File: config.mk
export PLATFORM = sky130hd
export DESIGN_NAME = instruction_fetch_flat
export DESIGN_NICKNAME = d
export VERILOG_FILES = /design/src/rtl/instruction_fetch_if.sv /design/src/rtl/instruction_fetch.sv /design/src/flat_wrapper.sv
export SDC_FILE = /design/constraint.sdc
export NUM_CORES = 1
export LEC_CHECK = 0
export ABC_AREA = 1
export CORE_MARGIN = 8
export CORE_UTILIZATION = 30
export DETAILED_ROUTE_END_ITERATION = 10
export GPL_ROUTABILITY_DRIVEN = 0
export PLACE_DENSITY = 0.63
export SYNTH_ARGS = -nofsm -noshare
export SYNTH_HDL_FRONTEND = slang
export SYNTH_SLANG_ARGS = --single-unit
File: constraint.sdc
create_clock -name clk -period 6.6 [get_ports clk]
set_clock_uncertainty 0.05 [all_clocks]
set_input_delay 0.99 -clock clk [delete_from_list [all_inputs] [get_ports clk]]
set_output_delay 0.99 -clock clk [all_outputs]
set_load 0.005 [all_outputs]
File: src/rtl/instruction_fetch_if.sv
// Instruction-fetch bus bundle: instruction-memory read port, redirect
// request from execute, the IF/ID valid/ready handoff to decode, and the
// fault/statistics outputs.
// The master modport is the fetch unit. The slave modport is everything
// around it: memory, branch unit and decode.
interface instruction_fetch_if #(
  parameter int INSTRUCTION_WIDTH = 32
);
  // Instruction memory read port.
  logic [INSTRUCTION_WIDTH-1:0] imem_read_addr;
  logic [INSTRUCTION_WIDTH-1:0] imem_instruction;

  // Branch/jump redirect request.
  logic                         redirect_valid;
  logic [INSTRUCTION_WIDTH-1:0] redirect_addr;

  // IF/ID handoff to decode.
  logic                         if_valid;
  logic                         if_ready;
  logic [INSTRUCTION_WIDTH-1:0] if_instruction;
  logic [INSTRUCTION_WIDTH-1:0] if_pc;

  // Misaligned-target trap and accepted-transfer counter.
  logic                         misaligned_fault;
  logic [INSTRUCTION_WIDTH-1:0] fault_addr;
  logic [INSTRUCTION_WIDTH-1:0] fetch_count;

  modport master (
    output imem_read_addr,
    input  imem_instruction,
    input  redirect_valid,
    input  redirect_addr,
    output if_valid,
    input  if_ready,
    output if_instruction,
    output if_pc,
    output misaligned_fault,
    output fault_addr,
    output fetch_count
  );

  modport slave (
    input  imem_read_addr,
    output imem_instruction,
    output redirect_valid,
    output redirect_addr,
    input  if_valid,
    output if_ready,
    input  if_instruction,
    input  if_pc,
    input  misaligned_fault,
    input  fault_addr,
    input  fetch_count
  );

endinterface

File: src/rtl/instruction_fetch.sv
// Instruction fetch stage. Owns the PC and drives the memory address straight
// from the PC register. Each returned word is captured into the IF/ID register
// and offered to decode with valid/ready.
// An aligned redirect flushes the held word and reloads the PC. A misaligned
// redirect parks the unit in FAULT until reset.
module instruction_fetch #(
  parameter int                           INSTRUCTION_WIDTH = 32,
  parameter logic [INSTRUCTION_WIDTH-1:0] RESET_PC          = '0
) (
  input logic                 clk,
  input logic                 rst,
  instruction_fetch_if.master bus
);

  localparam logic [INSTRUCTION_WIDTH-1:0] PC_STEP    = INSTRUCTION_WIDTH'(4);
  localparam logic [INSTRUCTION_WIDTH-1:0] COUNT_STEP = INSTRUCTION_WIDTH'(1);

  typedef enum logic {
    RUN   = 1'b0,
    FAULT = 1'b1
  } state_t;

  state_t state_reg;
  state_t state_next;

  logic [INSTRUCTION_WIDTH-1:0] pc_reg;
  logic [INSTRUCTION_WIDTH-1:0] pc_next;
  logic                         valid_reg;
  logic                         valid_next;
  logic [INSTRUCTION_WIDTH-1:0] instr_reg;
  logic [INSTRUCTION_WIDTH-1:0] instr_next;
  logic [INSTRUCTION_WIDTH-1:0] if_pc_reg;
  logic [INSTRUCTION_WIDTH-1:0] if_pc_next;
  logic                         fault_reg;
  logic                         fault_next;
  logic [INSTRUCTION_WIDTH-1:0] fault_addr_reg;
  logic [INSTRUCTION_WIDTH-1:0] fault_addr_next;
  logic [INSTRUCTION_WIDTH-1:0] count_reg;
  logic [INSTRUCTION_WIDTH-1:0] count_next;

  // Request decode, used only while in RUN.
  logic redirect_misaligned;
  logic redirect_aligned;
  logic load_word;
  logic accept;

  // A redirect target is misaligned when either of its two low bits is set.
  assign redirect_misaligned = bus.redirect_valid && (bus.redirect_addr[1:0] != 2'b00);
  assign redirect_aligned    = bus.redirect_valid && (bus.redirect_addr[1:0] == 2'b00);

  // The IF/ID slot can take a new word when it is empty or being drained.
  assign load_word = !bus.redirect_valid && (!valid_reg || bus.if_ready);

  // A transfer to decode only counts when no redirect flushes it the same edge.
  assign accept = (state_reg == RUN) && valid_reg && bus.if_ready && !bus.redirect_valid;

  // State register: RUN after reset, FAULT is sticky until the next reset.
  always_ff @(posedge clk or posedge rst) begin
    if (rst) begin
      state_reg <= RUN;
    end else begin
      state_reg <= state_next;
    end
  end

  // Next-state logic: only a misaligned redirect seen in RUN leaves RUN.
  always_comb begin
    state_next = state_reg;
    case (state_reg)
      RUN: begin
        if (redirect_misaligned) begin
          state_next = FAULT;
        end
      end
      FAULT: begin
        state_next = FAULT;
      end
      default: begin
        state_next = state_reg;
      end
    endcase
  end

  // Datapath next values, in priority order: fault trap, aligned redirect
  // (flush), fetch/advance, stall.
  always_comb begin
    pc_next         = pc_reg;
    valid_next      = valid_reg;
    instr_next      = instr_reg;
    if_pc_next      = if_pc_reg;
    fault_next      = fault_reg;
    fault_addr_next = fault_addr_reg;
    count_next      = count_reg;

    if (state_reg == RUN) begin
      if (redirect_misaligned) begin
        // Trap. The PC stays where it was so the fault address is the only
        // record of the bad target.
        fault_next      = 1'b1;
        fault_addr_next = bus.redirect_addr;
        valid_next      = 1'b0;
      end else if (redirect_aligned) begin
        // Flush the held word, even if decode is taking it this edge.
        pc_next    = bus.redirect_addr;
        valid_next = 1'b0;
      end else if (load_word) begin
        instr_next = bus.imem_instruction;
        if_pc_next = pc_reg;
        valid_next = 1'b1;
        pc_next    = pc_reg + PC_STEP;
      end
      // Otherwise decode is stalling a live word: hold everything.

      if (accept) begin
        count_next = count_reg + COUNT_STEP;
      end
    end else begin
      // FAULT: nothing is offered to decode and redirects are ignored.
      valid_next = 1'b0;
    end
  end

  // PC, IF/ID register, fault capture and transfer counter, all cleared by
  // the asynchronous reset.
  always_ff @(posedge clk or posedge rst) begin
    if (rst) begin
      pc_reg         <= RESET_PC;
      valid_reg      <= 1'b0;
      instr_reg      <= '0;
      if_pc_reg      <= '0;
      fault_reg      <= 1'b0;
      fault_addr_reg <= '0;
      count_reg      <= '0;
    end else begin
      pc_reg         <= pc_next;
      valid_reg      <= valid_next;
      instr_reg      <= instr_next;
      if_pc_reg      <= if_pc_next;
      fault_reg      <= fault_next;
      fault_addr_reg <= fault_addr_next;
      count_reg      <= count_next;
    end
  end

  // Memory address comes straight from the PC register, with no combinational
  // path from the inputs.
  assign bus.imem_read_addr   = pc_reg;
  assign bus.if_valid         = valid_reg;
  assign bus.if_instruction   = instr_reg;
  assign bus.if_pc            = if_pc_reg;
  assign bus.misaligned_fault = fault_reg;
  assign bus.fault_addr       = fault_addr_reg;
  assign bus.fetch_count      = count_reg;

  // The PC must stay word aligned (aligned reset value, aligned redirects only).
  a_pc_aligned : assert property (
    @(posedge clk) disable iff (rst) pc_reg[1:0] == 2'b00
  );

  // A word held for a stalled decode must not change under it.
  a_hold_stable : assert property (
    @(posedge clk) disable iff (rst)
      (valid_reg && !bus.if_ready) |=> ($stable(instr_reg) && $stable(if_pc_reg))
  );

endmodule

File: src/flat_wrapper.sv
// flat-port wrapper written by rule: the top's interface ports become plain ports
module instruction_fetch_flat 
#(
  parameter int                           INSTRUCTION_WIDTH = 32,
  parameter logic [INSTRUCTION_WIDTH-1:0] RESET_PC          = '0
)
  (clk, rst, bus_imem_read_addr, bus_imem_instruction, bus_redirect_valid, bus_redirect_addr, bus_if_valid, bus_if_ready, bus_if_instruction, bus_if_pc, bus_misaligned_fault, bus_fault_addr, bus_fetch_count);
  instruction_fetch_if #(.INSTRUCTION_WIDTH(INSTRUCTION_WIDTH)) bus_i ();
  input logic clk;
  input logic rst;
  output wire logic [$bits(bus_i.imem_read_addr)-1:0] bus_imem_read_addr;
  input wire logic [$bits(bus_i.imem_instruction)-1:0] bus_imem_instruction;
  input wire logic [$bits(bus_i.redirect_valid)-1:0] bus_redirect_valid;
  input wire logic [$bits(bus_i.redirect_addr)-1:0] bus_redirect_addr;
  output wire logic [$bits(bus_i.if_valid)-1:0] bus_if_valid;
  input wire logic [$bits(bus_i.if_ready)-1:0] bus_if_ready;
  output wire logic [$bits(bus_i.if_instruction)-1:0] bus_if_instruction;
  output wire logic [$bits(bus_i.if_pc)-1:0] bus_if_pc;
  output wire logic [$bits(bus_i.misaligned_fault)-1:0] bus_misaligned_fault;
  output wire logic [$bits(bus_i.fault_addr)-1:0] bus_fault_addr;
  output wire logic [$bits(bus_i.fetch_count)-1:0] bus_fetch_count;
  assign bus_imem_read_addr = bus_i.imem_read_addr;
  assign bus_i.imem_instruction = bus_imem_instruction;
  assign bus_i.redirect_valid = bus_redirect_valid;
  assign bus_i.redirect_addr = bus_redirect_addr;
  assign bus_if_valid = bus_i.if_valid;
  assign bus_i.if_ready = bus_if_ready;
  assign bus_if_instruction = bus_i.if_instruction;
  assign bus_if_pc = bus_i.if_pc;
  assign bus_misaligned_fault = bus_i.misaligned_fault;
  assign bus_fault_addr = bus_i.fault_addr;
  assign bus_fetch_count = bus_i.fetch_count;
  instruction_fetch #(.INSTRUCTION_WIDTH(INSTRUCTION_WIDTH), .RESET_PC(RESET_PC)) u_core (.clk(clk), .rst(rst), .bus(bus_i));
endmodule
; ---- Word level (Yosys, flattened, before mapping)
; Index checks and enable logic that the tools add are counted.
[totals]
ff_bits = 163
[op_classes]
bitwise = 3
reduce_logical = 17
n_addsub = 2
muxes = 8
[op_table]
columns = op, n
row1 = $mux 32, 2
row2 = $add 32x1->32 const B, 1
row3 = $add 32x3->32 const B, 1
row4 = $logic_and 1x1->1, 6
row5 = $mux 1, 5
row6 = $reduce_and 2->1, 2
row7 = $reduce_and 4->1, 1
row8 = $reduce_bool 2->1, 2
row9 = $reduce_bool 4->1, 1
row10 = $not 1->1, 3
row11 = $reduce_and 3->1, 1
row12 = $logic_not 1->1, 2
row13 = $logic_not 2->1, 1
row14 = $pmux 1 s2, 1
row15 = $logic_or 1x1->1, 1

; ---- Longest topological paths before layout
; Gate-level depths: netlist of run 1.
[logic_depth]
word_depth = 7
ltp_mapped = 10
depth_no_buf = 10

; ---- Worst setup path after synthesis of run 1
; Ideal clock, no wire load.
[synth_path]
kind = input-to-reg
startpoint = input bus_redirect_addr[0]
endpoint = register u_core.fault_addr_reg[15], in the netlist u_core.bus.fault_addr[15]
t_arrival_ns = 1.896
path_stages = 5
setup_slack_ns = 4.529
n_path_buf = 1
required_time_ns = 6.425
cell_sequence = nor2_2 nor2_1 nand2_1 buf_2 mux2_2
[synth_via]
elab_chain_len = 3
[synth_lines]
columns = element, line_no
row1 = from (decl), flat_wrapper.sv:14  ; input wire logic [$bits(bus_i.redirect_addr)-1:0] bus_redirect_addr;
row2 = $reduce_bool 2->1, instruction_fetch.sv:48  ; assign redirect_misaligned = bus.redirect_valid && (bus.redirect_addr[1:0] != 2'b00);
row3 = $logic_and 1x1->1, instruction_fetch.sv:48
row4 = $reduce_and 2->1 (no source line), -
row5 = to (signal assigned), instruction_fetch.sv:140  ; fault_addr_reg <= fault_addr_next;
row6 = to (decl), instruction_fetch.sv:36  ; logic [INSTRUCTION_WIDTH-1:0] fault_addr_reg;
; No other way between the ends.
; A chain may end at the register's enable or synchronous reset.

; ---- Worst setup path after layout of run 1
[layout_path]
startpoint = input bus_redirect_valid
endpoint = register u_core.instr_reg[31], in the netlist u_core.bus.if_instruction[31]
[layout_via]
elab_chain_len = 3
elab_cells_between_ends = 7
cone_classes = bitwise: 2 / reduce/logical: 5
[layout_lines]
columns = element, line_no
row1 = from (decl), flat_wrapper.sv:13  ; input wire logic [$bits(bus_i.redirect_valid)-1:0] bus_redirect_valid;
row2 = $logic_not 1->1 (tied with other cells), instruction_fetch.sv:52  ; assign load_word = !bus.redirect_valid && (!valid_reg || bus.if_ready);
row3 = $logic_and 1x1->1 / $not 1->1 (equally long branches), -
row4 = $reduce_and 4->1 (no source line) (*), -
row5 = to (signal assigned), instruction_fetch.sv:137  ; instr_reg <= instr_next;
row6 = to (decl), instruction_fetch.sv:30  ; logic [INSTRUCTION_WIDTH-1:0] instr_reg;
; Every way passes the cells marked *; elsewhere a longest branch is shown, timed or not.

==> metrics, run 1 <==
Worst-path clk slew=0.07 ns; final WL=24000 um; clk root buf=clkbuf_16; pin count of the biggest net entering global routing=96; Num CTS Buffers=17; H-tree depth=4; Iteration-0 DRC Markers=516; total grt overflow=0; DP HPWL=18000 um; maximum vdd drop=0.137 mV; FP Rows=59; initial antenna violation count=0; Worst Path Required=6.85 ns; Relative slew margins=0.314; Max Cap Viol=0; hold slack=0.432 ns; Port Buf Inserts=229; Min-Delay Path Class=reg -> reg; Syn-to-layout area delta=41.5%; # IOs=230; Worst-Skew Late Latency=0.43 ns; RSZ-0062 raised after global routing=no; Post-Syn Area=7750 um2; most used cell, CP=nand2_1; CTS tree=yes; Die Y=177 um; 1st-pass router iterations=5; fraction of layout cells with a size suffix above 1=0.0683; most frequent cells in the layout=357 x nand2_1, 229 x clkdlybuf4s50_1, 163 x dfrtp_1, 103 x inv_1, 82 x o21ai_0; syn nets=1036; slowest stage delay, CP=1.09 ns; register area share after synthesis=0.527; Synth Instances=966; final period utilization=0.531; CP startpoint kind=input pin; Cell variety after synth=30; setup TNS=0 ns; final hold vios=0; # fillers=2601; status=finished, final reports clean; Syn Area/Cell=8.02 um2; vias in the first global route=6955; global-route wire length before repair=38600 um; Routed Antenna Nets=0; Crit Path Category=in -> reg; clock share of power=0.455; Initial Utilization=0.302; Diodes inserted=0; DRC=0; fin. max-slew vios=0; f_max=285 MHz; Leakage=5.29 nW; Clock Sinks=163; post_cts resized=0; Worst Setup End Kind=flip-flop; final worst slack=3.10 ns; Vias/cell=4.50; WL/cell=15.6 um; Synth Register Bits=163; pwr dens=209 nW/um2; dpl ws=2.60 ns; die width=177 um; final setup fails=0; Setup Fix Bufs, Post-CTS=0; Gate power share=0.086; final core occ=0.427; commonest non-fill, non-tap cell in the layout=nand2_1; gr usage total=0.155; nets=1258; full die area=31200 um2; core footprint=25700 um2; Warnings, synthesis=0; Slowest cell on crit path=clkinv_1; Sw Share=0.254; P_sw=0.000583 W; # hold bufs at CTS=0; Flop pwr share=0.459; CP Cell Sequence=clkdlybuf4s50_1 > nor2_1 > nand2_4 > clkinv_1 > nand2_1 > nand2_1; critical path arrival=3.75 ns; via count=6914; critical path peak fanout=95; CTS max path bufs=2; internal power=0.00171 W; worst-margin pin slew=1.02 ns; Final Critical Period=3.50 ns
## final timing paths
| kind | slack, ns | startpoint | to | cells after the start |
|---|---|---|---|---|
| worst max-delay path | 3.10 | bus_redirect_valid | u_core.bus.if_instruction[31] | 6 |
| worst min-delay path | 0.43 | u_core.bus.misaligned_fault | u_core.bus.misaligned_fault | 2 |
| worst max register to register | 3.77 | u_core.bus.if_valid | u_core.bus.if_instruction[31] | 5 |
| worst min register to register | 0.43 | u_core.bus.misaligned_fault | u_core.bus.misaligned_fault | 2 |
| max in group asynchronous | 4.34 | rst | u_core.bus.if_instruction[21] | 3 |
| min in group asynchronous | 1.00 | rst | u_core.bus.if_instruction[14] | 2 |
## final cells by class
| class | count | area (um2) | area share |
|---|---|---|---|
| sequential | 163 | 4080 | 0.372 |
| multi-input combinational | 666 | 3120 | 0.285 |
| timing repair buffer | 233 | 2320 | 0.212 |
| clock buffer | 17 | 425 | 0.0388 |
| tap | 335 | 419 | 0.0382 |
| inverter | 107 | 407 | 0.0371 |
| clock inverter | 15 | 188 | 0.0171 |
## per-layer routing
| layer | GRT usage | vias to the layer above | wire length [um] |
|---|---|---|---|
| met3 | 0.0384 | 17 | 1620 |
| met4 | 0.0410 | 0 | 299 |
| met2 | 0.238 | 197 | 10800 |
| met5 | 0 | - | 0 |
| met1 | 0.215 | 3236 | 11300 |
| li1 | - | 3464 | - |
## critical path: cells and delay by family
| family | cells | cell delay (ns) |
|---|---|---|
| and+or+nand+nor | 4 | 1.13 |
| buffers and inverters | 2 | 1.59 |
## cell families (layout without fill, tap and decap cells)
kind of cell / after synthesis / in the layout / synth area share
AND/OR/NAND/NOR: 510 / 510 / 0.269
buffers and inverters: 137 / 372 / 0.0712
adder cells (fa/ha/maj): 2 / 2 / 0.00323
AO/OA/AOI/OAI: 109 / 109 / 0.0719
flip-flops: 163 / 163 / 0.527
multiplexers: 21 / 21 / 0.0305
XOR/XNOR: 24 / 24 / 0.0271
## synthesized netlist by cell type, drive strengths merged
master	n	share of area
a21oi	12	0.0078
a22oi	1	0.00097
a31oi	2	0.0016
and2	1	0.00081
buf	22	0.016
clkbuf	8	0.0039
clkinv	1	0.00048
dfrtp	163	0.53
ha	2	0.0032
inv	106	0.051
mux2	21	0.031
nand2	365	0.18
nand3	48	0.031
nand3b	3	0.0029
nand4	6	0.0048
nor2	82	0.045
nor3	5	0.0039
o211ai	1	0.00097
o21ai	90	0.058
o22ai	3	0.0024
xnor2	10	0.011
xor2	14	0.016
## through the flow
step / area (um2) / total power (W) / cells
after global placement: 10300 / 0.00127 / 1504
after global routing: 11000 / 0.00239 / 1536
after CTS: 11000 / 0.00233 / 1536
after floorplan: 7750 / 0.00114 / 966
after detailed placement: 10300 / 0.00127 / 1504
final: 11000 / 0.00229 / 1536
## power groups by stage
stage | sequential, W | combinational, W | clock, W
global placement | 0.00107 | 0.000199 | 0
floorplan | 0.00107 | 0.0000667 | 0
finish | 0.00105 | 0.000196 | 0.00104
detailed placement | 0.00107 | 0.000201 | 0
global route | 0.00106 | 0.000219 | 0.00111
CTS | 0.00105 | 0.000202 | 0.00108
No activity file was read; power rests on OpenSTA's default activity.
==> run 2: changes to the inputs <==
Clock period 6.6 ns to 3.4 ns, I/O delays scaled along.
==> run 2 against run 1 <==
  * Utilization is essentially flat
  * Largest power group unchanged
  * Worst hold slack lost 0.0033 ns
  * Register-to-register slack lost 2.4 ns
==> metrics, run 2 (same netlist as run 1, synthesis figures left out) <==
FP Rows=59 (unchanged); Routed Antenna Nets=0 (unchanged); DRC=0 (unchanged); full die area=31200 um2 (unchanged); core footprint=25700 um2 (unchanged); multi-input combinational cell area=3120 um2 (-0.16%); Buf+Inv Stages, Crit Path=3 (+1); slowest stage delay, CP=0.44 ns (-0.65 ns); CP Cell Sequence=clkdlybuf4s50_1 > nor2_2 > nand2_1 > inv_2 > nand2_2 > nand2_4 > inv_1 > nand2_1 > nand2_1; commonest non-fill, non-tap cell in the layout=nand2_1; 1st-pass router iterations=5 (unchanged); Clock Sinks=163 (unchanged); CTS tree=yes; clk root buf=clkbuf_16; # IOs=230 (unchanged); DP HPWL=18100 um (+0.64%); P_sw=0.00106 W (+82%); pwr dens=391 nW/um2 (+87%); worst-margin pin slew=1.02 ns (-0.00328 ns); pin count of the biggest net entering global routing=88 (-8.3%); # fillers=2580 (-0.81%); Crit Path Category=in -> reg; final period utilization=0.694; H-tree depth=4 (unchanged); Worst-path clk slew=0.07 ns (about the same); Min-Delay Path Class=reg -> reg; RSZ-0062 raised after global routing=no; register area=4080 um2 (unchanged); post_cts resized=0 (unchanged); status=finished, final reports clean; Vias/cell=4.48 (-0.46%); Iteration-0 DRC Markers=493 (-4.5%); critical path peak fanout=46 (-52%); final core occ=0.426 (about the same); Diodes inserted=0 (unchanged); Initial Utilization=0.302 (unchanged); CTS max path bufs=2 (unchanged); # hold bufs at CTS=0 (unchanged); Final Critical Period=2.36 ns; f_max=424 MHz; setup TNS=0 ns (unchanged); vias in the first global route=6849 (-1.5%); Worst Setup End Kind=flip-flop; fin. max-slew vios=0 (unchanged); Worst Path Required=3.67 ns (-3.18 ns); Leakage=5.29 nW (about the same); Flop pwr share=0.477 (+0.018); final hold vios=0 (unchanged); most used cell, CP=nand2_1; total grt overflow=0 (unchanged); family with the most delay on the worst path=buffers and inverters; Num CTS Buffers=17 (unchanged); Port Buf Inserts=229 (unchanged); Worst-Skew Late Latency=0.42 ns (about the same); die width=177 um (unchanged); Die Y=177 um (unchanged); Slowest cell on crit path=clkdlybuf4s50_1; Sw Share=0.247 (-0.00697); Relative slew margins=0.317 (+0.00220); global-route wire length before repair=38100 um (-1.2%); via count=6891 (-0.33%); final WL=23900 um (-0.33%); Syn-to-layout area delta=41.4% (about the same); internal power=0.00322 W (+89%); CP startpoint kind=input pin; maximum vdd drop=0.228 mV (+67%); critical path arrival=2.63 ns (-1.12 ns); Gate power share=0.091 (+0.005); nets=1260 (+0.16%); initial antenna violation count=0 (unchanged); WL/cell=15.6 um (-0.46%); clock share of power=0.432 (-0.023); Setup Fix Bufs, Post-CTS=0 (unchanged); Max Cap Viol=0 (unchanged); fraction of layout cells with a size suffix above 1=0.0690 (+0.000718); most frequent cells in the layout=357 x nand2_1, 229 x clkdlybuf4s50_1, 163 x dfrtp_1, 103 x inv_1, 82 x o21ai_0; final setup fails=0 (unchanged); gr usage total=0.154 (-0.000798)
## run 2: cell types whose count changed in the layout (fill, tap and decap cells not counted), moves of 3 or more
cell / change
buf_12: +3
clkinv_2: +3
clkinv_4: +3
inv_8: -4
## run 2: per-layer routing
metal | GRT usage | part of all wire
met5 | 0 | 0
met4 | 0.0546 | 0.024
met3 | 0.0531 | 0.079
met2 | 0.227 | 0.43
met1 | 0.207 | 0.46
## run 2: layout make-up
class                   count  area share
clock buffers              18      0.0392
flip-flops and latches    163       0.372
repair buffers            235       0.217
clock inverters            14      0.0119
multi-input cells         666       0.284
inverters                 107      0.0370
well taps                 335      0.0383
## run 2: worst min-delay path: stages, from the launching register on
cell and delay (ns):
dfrtp_1 0.34, nand2_1 0.06, nand2_1 0.05
## run 2: power groups by stage
stage | clock (W) | sequential, W | combinational (W)
after floorplan | 0 | 0.00208 | 0.000130
after global placement | 0 | 0.00208 | 0.000395
after detailed placement | 0 | 0.00208 | 0.000397
after CTS | 0.00193 | 0.00204 | 0.000399
after global routing | 0.00200 | 0.00205 | 0.000433
final | 0.00185 | 0.00204 | 0.000389
## run 2: path summary, 6_finish.rpt
kind | from | endpoint | slack [ns] | cells past startpoint
worst max-delay path | bus_redirect_addr[0] | u_core.bus.imem_read_addr[26] | 1.04 | 9
worst min-delay path | u_core.bus.if_pc[0] | u_core.bus.if_pc[0] | 0.43 | 2
worst max register to register | u_core.bus.if_valid | u_core.bus.if_instruction[24] | 1.39 | 5
worst min register to register | u_core.bus.if_pc[0] | u_core.bus.if_pc[0] | 0.43 | 2
max in group asynchronous | rst | u_core.bus.if_instruction[3] | 2.05 | 3
min in group asynchronous | rst | u_core.bus.fault_addr[0] | 0.52 | 2
## run 2: stage by stage
stage	power (W)	hold WS [ns]	area [um2]	worst slack, ns	cells
global placement	0.00247	0.401	10400	0.624	1506
detailed placement	0.00248	0.410	10400	0.598	1506
floorplan	0.00221	0.402	7750	0.769	966
finish	0.00428	0.429	11000	1.04	1538
global route	0.00449	0.453	11000	0.890	1538
CTS	0.00437	0.432	11000	1.07	1538
